<file path="config.mk">
export PLATFORM = sky130hd
export DESIGN_NAME = xyolo_read_sched
export DESIGN_NICKNAME = d
export VERILOG_FILES = /design/src/rtl/xyolo_read_sched.sv
export SDC_FILE = /design/constraint.sdc
export NUM_CORES = 1
export LEC_CHECK = 0
export ABC_CLOCK_PERIOD_IN_PS = 2600
export CAP_MARGIN = 20
export CORE_UTILIZATION = 25
export CTS_BUF_LIST = sky130_fd_sc_hd__clkbuf_16
export CTS_CLUSTER_DIAMETER = 100
export DETAILED_ROUTE_END_ITERATION = 7
export GPL_TIMING_DRIVEN = 0
export HOLD_SLACK_MARGIN = 0.15
export RECOVER_POWER = 100
export REMOVE_ABC_BUFFERS = 1
export SYNTH_ARGS = -nofsm -noshare
export SYNTH_HDL_FRONTEND = slang
export SYNTH_SLANG_ARGS = --single-unit
</file>
<file path="constraint.sdc">
create_clock -name clk -period 2.6 [get_ports clk]
set_input_delay 0.26 -clock clk [delete_from_list [all_inputs] [get_ports clk]]
set_output_delay 0.26 -clock clk [all_outputs]
set_load 0.02 [all_outputs]
</file>
<file path="src/rtl/xyolo_read_sched.sv">
// Tile sequencer for xyolo_read: programs its config registers, then pulses run and waits
// for done once per tile, overlapping the load of tile r with the read of tile r-1.
module xyolo_read_sched #(
    parameter int IO_ADDR_W  = 32,
    parameter int MEM_ADDR_W = 10,
    parameter int PERIOD_W   = 10,
    parameter int CFG_ADDR_W = 4,
    parameter int TILES_W    = 16,
    parameter int MUL_LAT    = 4,
    parameter int GUARD      = 2
) (
    input  logic                    clk,
    input  logic                    rst,
    input  logic                    start,
    input  logic                    abort,
    input  logic [IO_ADDR_W-1:0]    base_addr,
    input  logic [IO_ADDR_W-1:0]    tile_stride,
    input  logic [IO_ADDR_W/2-1:0]  offset,
    input  logic [MEM_ADDR_W-1:0]   int_addr,
    input  logic [TILES_W-1:0]      n_tiles,
    input  logic [MEM_ADDR_W-1:0]   iterA,
    input  logic [PERIOD_W-1:0]     perA,
    input  logic [MEM_ADDR_W-1:0]   shiftA,
    input  logic [MEM_ADDR_W-1:0]   incrA,
    input  logic [MEM_ADDR_W-1:0]   iterB,
    input  logic [PERIOD_W-1:0]     perB,
    input  logic [MEM_ADDR_W-1:0]   startB,
    input  logic [MEM_ADDR_W-1:0]   shiftB,
    input  logic [MEM_ADDR_W-1:0]   incrB,
    input  logic                    step_ok,
    output logic                    busy,
    output logic                    sched_done,
    output logic [TILES_W-1:0]      tile_idx,
    output logic                    cfg_valid,
    output logic [CFG_ADDR_W-1:0]   cfg_addr,
    output logic [IO_ADDR_W-1:0]    cfg_wdata,
    output logic                    cfg_wstrb,
    output logic                    read_clear,
    output logic                    read_run,
    input  logic                    read_done
);

    localparam logic [3:0] S_IDLE   = 4'd0;
    localparam logic [3:0] S_CLR    = 4'd1;
    localparam logic [3:0] S_CFG    = 4'd2;
    localparam logic [3:0] S_SETTLE = 4'd3;
    localparam logic [3:0] S_GATE   = 4'd4;
    localparam logic [3:0] S_RUN    = 4'd5;
    localparam logic [3:0] S_GUARD  = 4'd6;
    localparam logic [3:0] S_WAIT   = 4'd7;
    localparam logic [3:0] S_FIN    = 4'd8;

    localparam logic [CFG_ADDR_W-1:0] REG_EXT_ADDR = CFG_ADDR_W'(0);
    localparam logic [CFG_ADDR_W-1:0] REG_OFFSET   = CFG_ADDR_W'(1);
    localparam logic [CFG_ADDR_W-1:0] REG_INT_ADDR = CFG_ADDR_W'(2);
    localparam logic [CFG_ADDR_W-1:0] REG_ITER_A   = CFG_ADDR_W'(3);
    localparam logic [CFG_ADDR_W-1:0] REG_PER_A    = CFG_ADDR_W'(4);
    localparam logic [CFG_ADDR_W-1:0] REG_SHIFT_A  = CFG_ADDR_W'(5);
    localparam logic [CFG_ADDR_W-1:0] REG_INCR_A   = CFG_ADDR_W'(6);
    localparam logic [CFG_ADDR_W-1:0] REG_ITER_B   = CFG_ADDR_W'(7);
    localparam logic [CFG_ADDR_W-1:0] REG_PER_B    = CFG_ADDR_W'(8);
    localparam logic [CFG_ADDR_W-1:0] REG_START_B  = CFG_ADDR_W'(9);
    localparam logic [CFG_ADDR_W-1:0] REG_SHIFT_B  = CFG_ADDR_W'(10);
    localparam logic [CFG_ADDR_W-1:0] REG_INCR_B   = CFG_ADDR_W'(11);

    localparam int TMR_W = 8;

    logic [3:0]              state;
    logic [TILES_W-1:0]      r;
    logic [IO_ADDR_W-1:0]    ea;
    logic [CFG_ADDR_W-1:0]   cfg_sel;
    logic [TMR_W-1:0]        tmr;
    logic                    abort_pend;

    logic [IO_ADDR_W-1:0]    lat_stride;
    logic [IO_ADDR_W/2-1:0]  lat_offset;
    logic [MEM_ADDR_W-1:0]   lat_int_addr;
    logic [TILES_W-1:0]      lat_n_tiles;
    logic [MEM_ADDR_W-1:0]   lat_iter_a, lat_shift_a, lat_incr_a;
    logic [PERIOD_W-1:0]     lat_per_a, lat_per_b;
    logic [MEM_ADDR_W-1:0]   lat_iter_b, lat_start_b, lat_shift_b, lat_incr_b;

    logic                    cfg_last;
    logic [CFG_ADDR_W-1:0]   cfg_next;

    // Run 0 writes the full map; later runs only rewrite EXT_ADDR, ITER_A, ITER_B.
    always_comb begin
        cfg_last = 1'b0;
        cfg_next = cfg_sel;
        if (r == '0) begin
            cfg_last = (cfg_sel == REG_INCR_B);
            cfg_next = cfg_sel + CFG_ADDR_W'(1);
        end else begin
            cfg_last = (cfg_sel == REG_ITER_B);
            cfg_next = (cfg_sel == REG_EXT_ADDR) ? REG_ITER_A : REG_ITER_B;
        end
    end

    always_ff @(posedge clk or negedge rst) begin
        if (!rst) begin
            state        <= S_IDLE;
            r            <= '0;
            ea           <= '0;
            cfg_sel      <= '0;
            tmr          <= '0;
            abort_pend   <= 1'b0;
            lat_stride   <= '0;
            lat_offset   <= '0;
            lat_int_addr <= '0;
            lat_n_tiles  <= '0;
            lat_iter_a   <= '0;
            lat_per_a    <= '0;
            lat_shift_a  <= '0;
            lat_incr_a   <= '0;
            lat_iter_b   <= '0;
            lat_per_b    <= '0;
            lat_start_b  <= '0;
            lat_shift_b  <= '0;
            lat_incr_b   <= '0;
        end else begin
            case (state)
                S_IDLE: if (start) begin
                    lat_stride   <= tile_stride;
                    lat_offset   <= offset;
                    lat_int_addr <= int_addr;
                    lat_n_tiles  <= n_tiles;
                    lat_iter_a   <= iterA;
                    lat_per_a    <= perA;
                    lat_shift_a  <= shiftA;
                    lat_incr_a   <= incrA;
                    lat_iter_b   <= iterB;
                    lat_per_b    <= perB;
                    lat_start_b  <= startB;
                    lat_shift_b  <= shiftB;
                    lat_incr_b   <= incrB;
                    r            <= '0;
                    ea           <= base_addr;
                    abort_pend   <= 1'b0;
                    state        <= S_CLR;
                end
                S_CLR: begin
                    cfg_sel <= '0;
                    state   <= (abort || lat_n_tiles == '0) ? S_FIN : S_CFG;
                end
                S_CFG: begin
                    if (abort) begin
                        state <= S_FIN;
                    end else if (cfg_last) begin
                        tmr   <= TMR_W'(MUL_LAT - 1);
                        state <= S_SETTLE;
                    end else begin
                        cfg_sel <= cfg_next;
                    end
                end
                S_SETTLE: begin
                    if (abort)            state <= S_FIN;
                    else if (tmr == '0)   state <= S_GATE;
                    else                  tmr   <= tmr - TMR_W'(1);
                end
                S_GATE: begin
                    if (abort)        state <= S_FIN;
                    else if (step_ok) state <= S_RUN;
                end
                S_RUN: begin
                    abort_pend <= abort_pend | abort;
                    tmr        <= TMR_W'(GUARD - 1);
                    state      <= S_GUARD;
                end
                S_GUARD: begin
                    abort_pend <= abort_pend | abort;
                    if (tmr == '0) state <= S_WAIT;
                    else           tmr   <= tmr - TMR_W'(1);
                end
                S_WAIT: begin
                    abort_pend <= abort_pend | abort;
                    if (read_done) begin
                        r       <= r + TILES_W'(1);
                        ea      <= ea + lat_stride;
                        cfg_sel <= '0;
                        // r >= n_tiles here means the incremented r exceeds n_tiles.
                        state   <= (abort_pend || abort || r >= lat_n_tiles) ? S_FIN : S_CFG;
                    end
                end
                S_FIN:   state <= S_IDLE;
                default: state <= S_IDLE;
            endcase
        end
    end

    always_comb begin
        cfg_wdata = '0;
        if (state == S_CFG) begin
            case (cfg_sel)
                REG_EXT_ADDR: cfg_wdata = ea;
                REG_OFFSET:   cfg_wdata = IO_ADDR_W'(lat_offset);
                REG_INT_ADDR: cfg_wdata = IO_ADDR_W'(lat_int_addr);
                REG_ITER_A:   cfg_wdata = (r < lat_n_tiles) ? IO_ADDR_W'(lat_iter_a) : '0;
                REG_PER_A:    cfg_wdata = IO_ADDR_W'(lat_per_a);
                REG_SHIFT_A:  cfg_wdata = IO_ADDR_W'(lat_shift_a);
                REG_INCR_A:   cfg_wdata = IO_ADDR_W'(lat_incr_a);
                REG_ITER_B:   cfg_wdata = (r != '0) ? IO_ADDR_W'(lat_iter_b) : '0;
                REG_PER_B:    cfg_wdata = IO_ADDR_W'(lat_per_b);
                REG_START_B:  cfg_wdata = IO_ADDR_W'(lat_start_b);
                REG_SHIFT_B:  cfg_wdata = IO_ADDR_W'(lat_shift_b);
                REG_INCR_B:   cfg_wdata = IO_ADDR_W'(lat_incr_b);
                default:      cfg_wdata = '0;
            endcase
        end
    end

    assign busy       = (state != S_IDLE);
    assign sched_done = (state == S_FIN);
    assign tile_idx   = r;
    assign cfg_valid  = (state == S_CFG);
    assign cfg_addr   = cfg_valid ? cfg_sel : '0;
    assign cfg_wstrb  = cfg_valid;
    assign read_clear = (state == S_CLR);
    assign read_run   = (state == S_RUN);

endmodule
</file>
* Word-level counts from Yosys, hierarchy flattened *
Cells that the tools add are included.

operators by class
  $add $sub $neg = 4
  multipliers = 0
  divide/modulo/power cells = 0
  $lt $le $gt $ge = 2
  eq/ne operators = 29
  shift-type cells = 0
  multiplexer cells = 37
  bitwise gates (word level) = 1
  reductions and logical operators = 21

operators by type and width
  kind                                                 number
  case mux 32 bit (12 select lines)                    1
  2-to-1 mux 32 bit                                    3
  2-to-1 mux 4 bit                                     16
  case mux 32 bit (2 select lines)                     1
  adder 32 bit                                         1
  equality test 4 x 3 -> 1 bit, second input constant  8
  zero test 16 bit                                     2
  2-to-1 mux 16 bit                                    2
  2-to-1 mux 8 bit                                     4
  case mux 16 bit (2 select lines)                     1
  case mux 4 bit (8 select lines)                      1
  case mux 8 bit (4 select lines)                      1
  equality test 4 bit, second input constant           5
  2-to-1 mux 10 bit                                    2
  adder 16 x 1 -> 16 bit, second input constant        1
  equality test 4 x 2 -> 1 bit, second input constant  4
  greater-or-equal comparator 16 bit                   1
  < comparator 16 bit                                  1
  nonzero test 16 bit                                  1
  inequality test 2 bit, second input constant         6
  case mux 4 bit (3 select lines)                      1
  equality test 4 x 1 -> 1 bit, second input constant  2
  zero test 4 bit                                      2
  zero test 8 bit                                      1
  other kinds (18)                                     26

storage, ports and cells
  register bits = 229
  bits in latches = 0
  bits in writable memories = 0
  bits in read-only memories = 0
  input bits = 202
  output and inout bits = 58
  word-level logic and storage cells = 113
  memories = 0

* Logic depth before layout (Yosys ltp) *
Gate-level depths: netlist (run 1).

  word-level depth = 6
  depth in mapped cells = 11
  mapped depth without buffers = 11

* Worst setup path before layout (run 1) *
OpenSTA, ideal clock, no wires.

  path type = reg2out
  start = register r[9] (netlist: tile_idx[9])
  end = output cfg_wdata[5]
  data arrival time = 2,444 ps
  required time = 2,340 ps
  path slack = -104 ps
  stages on the path, launching flop included = 10
  path buffers = 0
  path through = dfrtp_1 ha_1 a21o_1 a21o_1 a211o_1 o211ai_1 a21oi_1 nor4_4 nand2_1 a21oi_1

on the way
  word-level cells in the longest chain between the ends = 4

RTL lines
  what                                                        RTL line  RTL
  from (decl)                                                 69        logic [TILES_W-1:0] r;
  from (signal assigned)                                      177       r <= r + TILES_W'(1);
  < comparator 16 bit or nonzero test 16 bit (tied branches)  197, 201
  2-to-1 mux 10 bit (on tied branches)                        197, 201
  case mux 32 bit (12 select lines) *                         193       case (cfg_sel)
  2-to-1 mux 32 bit *                                         192       if (state == S_CFG) begin
  to (decl)                                                   36        output logic [IO_ADDR_W-1:0] cfg_wdata,

Every way passes the cells marked *; elsewhere a longest branch is shown, timed or not.

* Worst setup path in the final report (run 1) *
  start = register lat_n_tiles[9]
  end = output cfg_wdata[5]

on the way
  word-level cells in the longest chain between the ends = 4

RTL lines
  what                               RTL line  RTL
  from (decl)                        78        logic [TILES_W-1:0] lat_n_tiles;
  from (signal assigned)             126       lat_n_tiles <= n_tiles;
  < comparator 16 bit                197       REG_ITER_A: cfg_wdata = (r < lat_n_tiles) ? IO_ADDR_W'(lat_iter_a) : '0;
  2-to-1 mux 10 bit                  197
  case mux 32 bit (12 select lines)  193
  2-to-1 mux 32 bit                  192

Every way passes these cells.

==> results of run 1 <==
worst register-to-register path, stage by stage, from the launching register on:
cell and delay (ns):
dfrtp_2 0.39, clkbuf_1 0.44, and4b_1 0.47, nand2_2 0.37, nand2_8 0.22, nand4_2 0.19
or2_1 0.31, or3_1 0.38, a21oi_1 0.17
stage by stage:
step	cell area, um^2	setup TNS [ns]
final	18700	-31.51
after global routing	18700	-67.40
after CTS	18200	-10.88
after detailed placement	16200	-72.76
after global placement	15800	-6045.66
after floorplan	12300	-2009.36
how the worst max path moves through the flow:
stage                          startpoint  slack (ns)                  to
2_1_floorplan        state[0]$_DFFE_PN0P_      -13.89  ea[24]$_DFFE_PN0P_
3_3_place_gp         state[0]$_DFFE_PN0P_      -30.60   ea[1]$_DFFE_PN0P_
3_5_place_dp       cfg_sel[0]$_DFFE_PN0P_       -1.57        cfg_wdata[7]
4_1_cts        lat_n_tiles[9]$_DFFE_PN0P_       -0.70        cfg_wdata[2]
5_1_grt            cfg_sel[0]$_DFFE_PN0P_       -0.69        cfg_wdata[6]
6_report       lat_n_tiles[9]$_DFFE_PN0P_       -0.57        cfg_wdata[5]
sequential cells by signal (all words and copies together) (netlist names), 16 cells and up:
signal       count
lat_stride      32
lat_offset      16
ea              32
lat_n_tiles     16
tile_idx        16
layout make-up:
type | instances | area, um^2 | area share
well taps | 672 | 841 | 0.0450
repair buffers | 400 | 3860 | 0.207
clock buffers | 29 | 726 | 0.0388
clock inverters | 23 | 244 | 0.0130
diodes | 6 | 15.0 | 0.000803
multi-input cells | 1174 | 7120 | 0.381
flip-flops and latches | 229 | 5760 | 0.308
inverters | 32 | 123 | 0.00656
per-layer routing:
| layer | wire, um | vias to the layer above |
|---|---|---|
| met5 | 27 | - |
| met4 | 1450 | 4 |
| met3 | 2800 | 87 |
| met2 | 22500 | 331 |
| met1 | 21400 | 6000 |
| li1 | - | 5914 |
cells by family (layout without fill, tap and decap cells):
kind of cell | count (synthesis) | in the layout
fa+ha+maj | 55 | 55
other cells | 0 | 6
compound gates | 295 | 295
xor+xnor | 42 | 42
flops | 229 | 229
simple gates | 769 | 771
buf+inv | 118 | 484
mux | 11 | 11
power by group:
| group | internal (mW) | leakage, nW | total [mW] | switching (mW) |
|---|---|---|---|---|
| clock | 2.51 | 0.476 | 4.20 | 1.69 |
| sequential | 5.14 | 2.85 | 6.30 | 1.16 |
| combinational | 5.29 | 5.44 | 12.0 | 6.71 |
| total | 12.9 | 8.77 | 22.5 | 9.55 |
placed cells by master (no fill, tap or decap), types with 7 or more instances in the layout:
| cell type | synthesis | final |
|---|---|---|
| a21o_1 | 25 | 25 |
| a21oi_1 | 61 | 54 |
| a21oi_2 | 1 | 8 |
| a221oi_1 | 21 | 8 |
| a221oi_2 | 0 | 12 |
| a22o_1 | 13 | 13 |
| a22oi_1 | 25 | 25 |
| a31oi_1 | 9 | 7 |
| a32oi_1 | 12 | 12 |
| and3_1 | 29 | 25 |
| buf_12 | 0 | 7 |
| buf_4 | 1 | 109 |
| buf_6 | 0 | 34 |
| buf_8 | 0 | 7 |
| clkbuf_1 | 75 | 7 |
| clkbuf_16 | 0 | 29 |
| clkdlybuf4s50_1 | 0 | 203 |
| clkinv_1 | 0 | 8 |
| dfrtp_1 | 229 | 210 |
| dfrtp_2 | 0 | 15 |
| dlygate4sd3_1 | 0 | 18 |
| ha_1 | 54 | 36 |
| ha_2 | 0 | 7 |
| ha_4 | 0 | 11 |
| inv_1 | 32 | 27 |
| mux2i_1 | 8 | 7 |
| nand2_1 | 529 | 526 |
| nand2b_1 | 9 | 9 |
| nand3_1 | 26 | 22 |
| nand4_1 | 15 | 15 |
| nor2_1 | 84 | 80 |
| nor2b_1 | 10 | 7 |
| nor3_1 | 13 | 11 |
| nor4_1 | 8 | 7 |
| o21ai_0 | 84 | 71 |
| o21ai_1 | 1 | 11 |
| or3_1 | 7 | 7 |
| xnor2_1 | 14 | 13 |
| xor2_1 | 28 | 28 |
timing repair:
item                       CTS  global route
pin swaps                   37            37
buffers inserted            69            43
hold endpoints to repair   229             0
gates cloned                 3             0
resized for setup          277            73
hold buffers                 2             0
setup endpoints to repair  168            87
==> impl_metrics.json, run 1 <==
{
  "status": "finished, violations left",
  "failed_checks": "max-capacitance violations, max-slew violations, negative setup slack",
  "min_from": "shiftA[0]",
  "grt_max_degree": 115,
  "core_um2": 50100,
  "fin_crit_sh": 1.22,
  "synth_top_cell_by_area": "dfrtp_1",
  "total_power_mw": 22.5,
  "clock_latency_ns": 0.58,
  "fin_ws_ns": -0.566,
  "cts_max_path_buffers": 3,
  "grt_pass1_wl_mm": 72.6,
  "synthFlopType": "dfrtp_1",
  "max_freq_ghz": 0.316,
  "r2r_cells": 8,
  "startpoint_type": "register",
  "viasPerCell": 4.81,
  "numCtsBuffers": 29,
  "grt-busiest-layer": "met2",
  "wl_mm": 48.2,
  "synth-edff-count": 0,
  "slowest_stage": "dfrtp_1",
  "root_buffer": "clkbuf_16",
  "yosys.cell_types.count": 73,
  "fin_crit_ns": 3.17,
  "yosysMostFrequentCell": "nand2_1",
  "skew_ns": 0.0214,
  "tightest_slew_ns": 1.67,
  "utilization": 0.373,
  "cp_num_cells": 13,
  "worstPathMaxFanout": 5,
  "final_cells": 2565,
  "track_usage": 0.185,
  "yosys_warnings": 0,
  "use_met1": 0.246,
  "synth.ff_latch_count": 229,
  "synth-xor-area-share": 0.0291,
  "die_area_um2": 51500,
  "start_util": 0.253,
  "arrival_ns": 2.91,
  "crit_path_cell_trace": "inv_2, ha_4, a21o_1, a21o_1, a211o_1, o211ai_1, a21oi_2, nor4_4, buf_6, buf_12, nand2_2, a21oi_2, buf_6",
  "syn_inst": 1519,
  "yosys.area_share.simple": 0.263,
  "grt_pass1_vias": 12500,
  "place_hpwl_mm": 32.0,
  "rrSetupSlack_ns": -0.40,
  "crit_path_end_kind": "output pin",
  "dr_total_vias": 12300,
  "max-cap-violations": 2,
  "met3_usage": 0.0373,
  "hold_slack_ns": 0.202,
  "maxSlewViolCount": 224,
  "crit_required_ns": 2.34,
  "num-fill-cells": 5131,
  "synthToLayoutAreaGrowth_pct": 47.7,
  "synth_top_family_by_area": "simple AND/OR/NAND/NOR gates",
  "setup-violations-final": 156,
  "clock_sinks": 229,
  "die_height_um": 227,
  "synth_top_area_frac": 0.453,
  "globalRouteMet2Util": 0.293,
  "hold_viol": 0,
  "remaining_drc_errors": 0,
  "hp-class": "in2reg",
  "max_slew_margin": -0.110,
  "synth_mux_area_frac": 0.00929,
  "clkTransAtPathRegs_ns": 0.06,
  "cp_top_family": "compound AO/OA/AOI/OAI gates",
  "die_x_um": 227,
  "firstDrtPassIters": 5,
  "wl_per_cell_um": 18.8,
  "post-place-ws_ns": -1.57,
  "netlist_top_cells_area": "dfrtp_1 45%, nand2_1 16%, ha_1 5.3%, o21ai_0 3.3%, nor2_1 2.5%",
  "rows": 82,
  "async_flop_share": 1.00,
  "dp.cells": 2392,
  "layout.nets": 2123,
  "synthesis.area_um2": 12700,
  "drt-initial-drc-count": 748,
  "synth_fa_ha_area_frac": 0.0550,
  "hold_depth": 3,
  "ir_worst_vdd_mv": 0.562,
  "postRouteAntennaNets": 0,
  "crit_buf_inv": 4,
  "criticalPathCategory": "reg2out",
  "ys_seq_area_frac": 0.453,
  "synthTopCellsByCount": "529 x nand2_1, 229 x dfrtp_1, 84 x nor2_1, 84 x o21ai_0, 75 x clkbuf_1",
  "min_to": "lat_shift_a[0]$_DFFE_PN0P_",
  "leakagePower_nw": 8.77,
  "syn_area_per_cell_um2": 8.33,
  "rsz0062_at_grt": "true",
  "cts_tree": "yes",
  "power_density_nw_per_um2": 1200,
  "port_buffers": 259,
  "max_stage_delay_ns": 0.39,
  "synth-compound-area-share": 0.155,
  "io_pins": 260,
  "grt-ovfl-total": 0,
  "rr_startpoint": "state[1]$_DFFE_PN0P_",
  "gp_congestion": 0.844,
  "layout-drive-gt1-share": 0.179,
  "antenna_found_initial": 6,
  "htreeDepth": 1,
  "r2r-end": "tile_idx[15]$_DFFE_PN0P_"
}
Note: power is estimated with default switching activity, not from simulation.
==> run 2: changes to the inputs <==
Settings changed: CORE_MARGIN from default to 1.
==> results of run 2 <==
Final layout, timing and power as in run 1 (identical DEF).
==> RTL change 1: new RTL, settings of run 1 <==
Change the parameter `IO_ADDR_W` from 32 to 36.
--- a/src/rtl/xyolo_read_sched.sv
+++ b/src/rtl/xyolo_read_sched.sv
@@ -1,7 +1,7 @@
 // Tile sequencer for xyolo_read: programs its config registers, then pulses run and waits
 // for done once per tile, overlapping the load of tile r with the read of tile r-1.
 module xyolo_read_sched #(
-    parameter int IO_ADDR_W  = 32,
+    parameter int IO_ADDR_W  = 36,
     parameter int MEM_ADDR_W = 10,
     parameter int PERIOD_W   = 10,
     parameter int CFG_ADDR_W = 4,
Ports: changed (resized base_addr, cfg_wdata, offset and tile_stride); port bits go from 260 to 274. No check against the original RTL was run, so the function may have changed too.
==> RTL change 1 against run 1 <==
The flow still finishes with violations (capacitance limit, slew limit, setup timing). Cell area increased by 4.4%. Critical endpoint is now cfg_wdata[3]. Sequential power is 2% higher. Synthesized area grew 5.1%. Routed wire length increased by 8.4%. Global-route usage grew 0.41 points. Sequential cell count up 10. Power is 2.6% higher. Worst setup slack lost 100 ps. Clock power fell by 2%.
==> RTL change 1: results (changes against run 1) <==
** Setup path
- Start point of the critical path :: tile_idx[1]
- Path depth of the worst reg2reg path :: 10 (+2)
- The data arrival time of the critical path is 3010 ps (+100 ps).
- The worst register-to-register path ends at ea[34].
- Worst R2R Setup Slack :: -470 ps (-70 ps)

** Placement
- The HPWL after detailed placement was 33,650 microns (+5.1%).
- The total of buffers placed on input and output ports was 273 (+5.4%).
- The worst slack at placement came to -2494 ps (-928.3 ps).

** STA
- The post-route worst hold slack was 217.2 ps (+15.53 ps).
- The post-route setup TNS is -34,310 ps (-2793 ps).
- The final count of pins violating max slew was 40 (-82%).
- Final setup violation count :: 158 (+1.3%)
- Fin worst setup slack :: -668.5 ps (-102.9 ps)
- The remaining max-slew budget at the tightest pin was -0.3791 (-0.2691).

** Synth
- The proportion of synthesized area in mux cells came to 0.007715 (-0.001579).
- Number of distinct library cells after synthesis :: 76 (+4.1%)
- The post-synthesis compound-gate area fraction is 0.1644 (+0.009147).
- The portion of the post-synthesis area used by sequential elements came to 0.4498 (-0.003082).
- Top cells by area, synth :: dfrtp_1 (45%), nand2_1 (16%), ha_1 (5.6%)
- The synthesized instance count is 1,604 (+5.6%).

** Status
- Result of the run :: complete, but fails checks
- The final reports fail on capacitance limit, slew limit, setup timing.

** Final layout
- Post-Layout Cell Count :: 2,670 (+4.1%)
- Fraction of final layout cells sized beyond drive strength 1 :: 0.1743 (-0.004260)

** Drt
- Initial DRC Count :: 928 (+24%)

** Clocking
- Hold-fix buffer count after cts :: 1 (-1)
- The buffers inserted during post-CTS setup optimization is 85 (+23%).

** Power
- Highest ir drop seen on vdd :: 438.4 uV (-22%)

** GRT
- Number of global-route vias before repair :: 13,286 (+6.4%)
- GRT Util Overall :: 0.1888 (+0.004060)

** Worst hold path
- In this run the most critical hold path is launched from iterA[1].

** Run
- Max-cap check violation count :: 1 (-1)
## RTL change 1: cell count changes in the layout (fill, tap and decap cells not counted), moves of 10 or more
cell	run 1	this run
clkdlybuf4s50_1	203	214
a221oi_2	12	1
o21ai_0	71	54
buf_2	0	10
o21ai_1	11	25
dfrtp_1	210	223
nand2_1	526	564
buf_4	109	77
## RTL change 1: how the worst max path moves through the flow
stage / endpoint / slack [ps] / depth (start not counted)
after global placement: ea[20] / -30970 / 6
after detailed placement: tile_idx[13] / -2490 / 9
final: cfg_wdata[3] / -670 / 13
after global routing: cfg_wdata[3] / -810 / 14
after CTS: cfg_wdata[0] / -830 / 14
after floorplan: ea[34] / -14050 / 7
## RTL change 1: power by group through the flow
stage               Clock, mW  Sequential (mW)  Combinational, mW
finish                   4.11             6.42               12.5
global route             4.36             6.62               13.8
CTS                      4.21             6.43               12.1
detailed placement          0             6.51               9.61
global placement            0             6.59               9.42
floorplan                   0             6.06               6.52
## RTL change 1: layer usage
| metal | part of all wire | track usage | vias to the layer above |
|---|---|---|---|
| li1 | - | - | 6190 |
| met1 | 0.44 | 0.2511 | 6438 |
| met2 | 0.48 | 0.3140 | 353 |
| met3 | 0.051 | 0.02696 | 81 |
| met4 | 0.027 | 0.05923 | 0 |
| met5 | 0 | 0 | - |
## RTL change 1: cell type report
cell class	instances	area, sq um
timing repair inverter	2	15.01
antenna	3	7.507
tap	688	860.8
sequential	239	6003
inverter	38	151.4
multi-input combinational	1244	7640
fill	5342	33030
clock inverter	24	216.5
timing repair buffer	403	3900
clock buffer	29	725.7
## RTL change 1: worst min-delay path, stage by stage
cell and delay, ps:
clkdlybuf4s50_1 400, nand2_1 50, nand2_1 40
==> RTL change 2: new RTL, config.mk and constraints of run 1 <==
Made on the original files. Reset style: synchronous (`rst`), changed in one clocked block.
--- a/src/rtl/xyolo_read_sched.sv
+++ b/src/rtl/xyolo_read_sched.sv
@@ -96,7 +96,7 @@
         end
     end
 
-    always_ff @(posedge clk or negedge rst) begin
+    always_ff @(posedge clk) begin
         if (!rst) begin
             state        <= S_IDLE;
             r            <= '0;
Formal check against the unedited RTL: differs if rst is asserted again (counterexample within 4 cycles, from zero or initial values and one cycle with rst low); with rst held inactive, the same outputs for 10 cycles.
==> RTL change 2 against run 1 <==
The run ends with DRC, setup timing left. Count of clock-buffer cells in the layout did not move. Sequential cell count stayed put. Worst setup slack worse by 55 ps. Synthesized cell count grew 5.0%. Cell area is 6.9% lower. Routed wire length is 3.0% lower. Synthesized area is 5.7% lower. Die area shrank 5.6%. Hold slack better by 45 ps.
Power is not compared: it rests on default switching activity, and its combinational part moved more than twofold at a synthesized area within 25%.
==> RTL change 2: results (changes against run 1) <==
** Placement
- The total of buffers placed on input and output ports was 259 (unchanged).
- Placer congestion estimate :: 0.8135 (-3.6%)
- Post-placement setup slack :: -1598 ps (-32.19 ps)
- The HPWL after detailed placement is 31,420 microns (-1.9%).
- Inst Count DP :: 2,367 (-1.0%)

** Worst hold path
- The worst hold path belongs to the class in2reg.
- The path with the worst hold slack has its endpoint at lat_stride[3].
- The startpoint identified for the worst hold timing path is tile_stride[3].

** Clocking
- H-Tree Depth :: 1 (unchanged)
- Later-pin clock latency in the skew report :: 550 ps (-30 ps)
- The total CTS buffers came to 28 (-3.4%).
- The root buffer cell chosen for the clock tree is clkbuf_16.

** Synth
- Area share of fa/ha/maj cells after synthesis :: 0.05829 (+0.003320)
- In the post-synthesis netlist, the biggest area contributors are dfxtp_1 (38%), nand2_1 (13%), a21oi_1 (9.9%).
- Ranked by instance count, the synthesized netlist is headed by nand2_1 (414), a21oi_1 (235), dfxtp_1 (229), clkbuf_1 (93), nor2_1 (90).
- The post-synthesis sequential element count was 229 (unchanged).
- The count of warnings emitted by yosys came to 0 (unchanged).
- Number of distinct library cells after synthesis :: 72 (-1.4%)
- The xor and xnor fraction of the mapped netlist area was 0.02422 (-0.004850).
- The proportion of synthesized area in mux cells came to 0.008492 (-0.0008017).
- The synthesized area per cell was 7.482 sq um (-10%).
- The portion of the post-synthesis area used by sequential elements was 0.3841 (-0.06869).
- Share of synthesized registers carrying an async set or reset :: 0 (-1.000)
- Compound-Gate Fraction of Synth Area :: 0.2369 (+0.08172)

** Setup path
- Worst endpoint data arrival time :: 2960 ps (+50 ps)
- Start point of the critical path :: lat_n_tiles[9]
- The worst-path maximum fanout is 5 (unchanged).
- Path depth of the worst reg2reg path :: 10 (+2)
- The worst register-to-register path begins at tile_idx[10].
- Worst R2R Setup Slack :: -240 ps (+160 ps)
- Reg-to-reg critical path endpoint :: tmr[3]

** Drt
- Via count :: 12,685 (+2.8%)
- Initial DRC Count :: 828 (+11%)
- The DRC violation count after routing came to 20 (+20).
- The first-pass detailed-route iteration total is 7 (+2).
- Routed wire per std cell :: 18.70 microns (-0.48%)
- The aggregate routed wire length was 46,760 microns (-3.0%).

** Status
- Result of the run :: complete, but fails checks
- Violations in the final reports :: DRC, setup timing

** Power
- Highest ir drop seen on vdd :: 470.8 uV
- Summed over all cells, the static leakage comes to 6.602 nW.

** STA
- Setup TNS :: -19,960 ps (+11,560 ps)
- The remaining max-slew budget at the tightest pin came to 0.3081 (+0.4182).
- Fin worst setup slack :: -620.1 ps (-54.57 ps)
- The final setup skew is 8.362 ps (-13.06 ps).
- The setup violation total in the final timing report is 128 (-18%).

** GRT
- GRT Util Overall :: 0.1860 (+0.001267)
- Global-route wire length before repair :: 69,800 microns (-3.9%)
- The initial antenna violation count came to 5 (-1).
- The maximum number of pins on one net before global-route repair was 101 (-12%).
- The number of global-route vias before repair is 12,225 (-2.1%).

** Final layout
- The number of nets in the finished design came to 2,124 (+0.047%).
- Fraction of final layout cells sized beyond drive strength 1 :: 0.1531 (-0.02552)
- Fill cells :: 4,938 (-3.8%)
[RTL change 2: cells by family after synthesis]
group | count (synthesis)
simple gates | 658
xor+xnor | 33
compound gates | 463
flops | 229
buf+inv | 147
fa+ha+maj | 55
mux | 10
[RTL change 2: worst max path at each step]
stage | slack, ps | to | cells past startpoint
2_1_floorplan | -2590 | tile_idx[10] | 4
3_3_place_gp | -5990 | tile_idx[2] | 4
3_5_place_dp | -1600 | cfg_wdata[9] | 9
4_1_cts | -710 | cfg_wdata[7] | 12
5_1_grt | -760 | cfg_wdata[5] | 13
6_report | -620 | cfg_wdata[5] | 13
[RTL change 2: critical path, stage by stage, from the launching register on]
cell,delay (ps)
dfxtp_2,350
inv_2,50
ha_4,210
a21o_1,160
a221o_1,370
a21o_1,200
a21oi_2,140
nor2b_2,70
nor4_4,140
buf_6,180
buf_8,140
nand2_2,50
a31oi_1,170
buf_4,180
[RTL change 2: power by group]
part | internal (mW) | leakage (nW) | switching, mW | total [mW]
combinational | 1.58 | 4.26 | 2.16 | 3.74
sequential | 4.03 | 1.89 | 0.413 | 4.45
clock | 2.10 | 0.445 | 1.61 | 3.72
[RTL change 2: per-layer routing]
metal / part of all wire / up-vias / wire, microns / track usage
li1: - / 6174 / - / -
met1: 0.45 / 6027 / 20920 / 0.2537
met4: 0.029 / 2 / 1340 / 0.06207
met5: 0.00028 / - / 13 / 0
met3: 0.053 / 74 / 2458 / 0.02296
met2: 0.47 / 408 / 22030 / 0.3019
[RTL change 2: final cells by class]
cell class | instances | area share
diodes | 5 | 0.0007186
clock buffers | 29 | 0.04168
clock inverters | 22 | 0.007473
inverters | 40 | 0.008982
multi-input cells | 1221 | 0.4322
flip-flops and latches | 229 | 0.2675
well taps | 607 | 0.04362
repair buffers | 347 | 0.1978
[RTL change 2: metrics by stage]
| stage | area [sq um] | hold slack [ps] |
|---|---|---|
| floorplan | 11510 | 396.0 |
| global placement | 14870 | 439.0 |
| detailed placement | 15200 | 445.4 |
| CTS | 16940 | 218.8 |
| global route | 17410 | 245.2 |
| finish | 17410 | 246.9 |
[RTL change 2: what timing repair did]
action | in CTS | in global routing
hold endpoints to repair | 0 | 0
setup endpoints to repair | 113 | 72
gates cloned | 2 | 1
setup buffers | 42 | 35
pin swaps | 45 | 52
resized for setup | 238 | 76
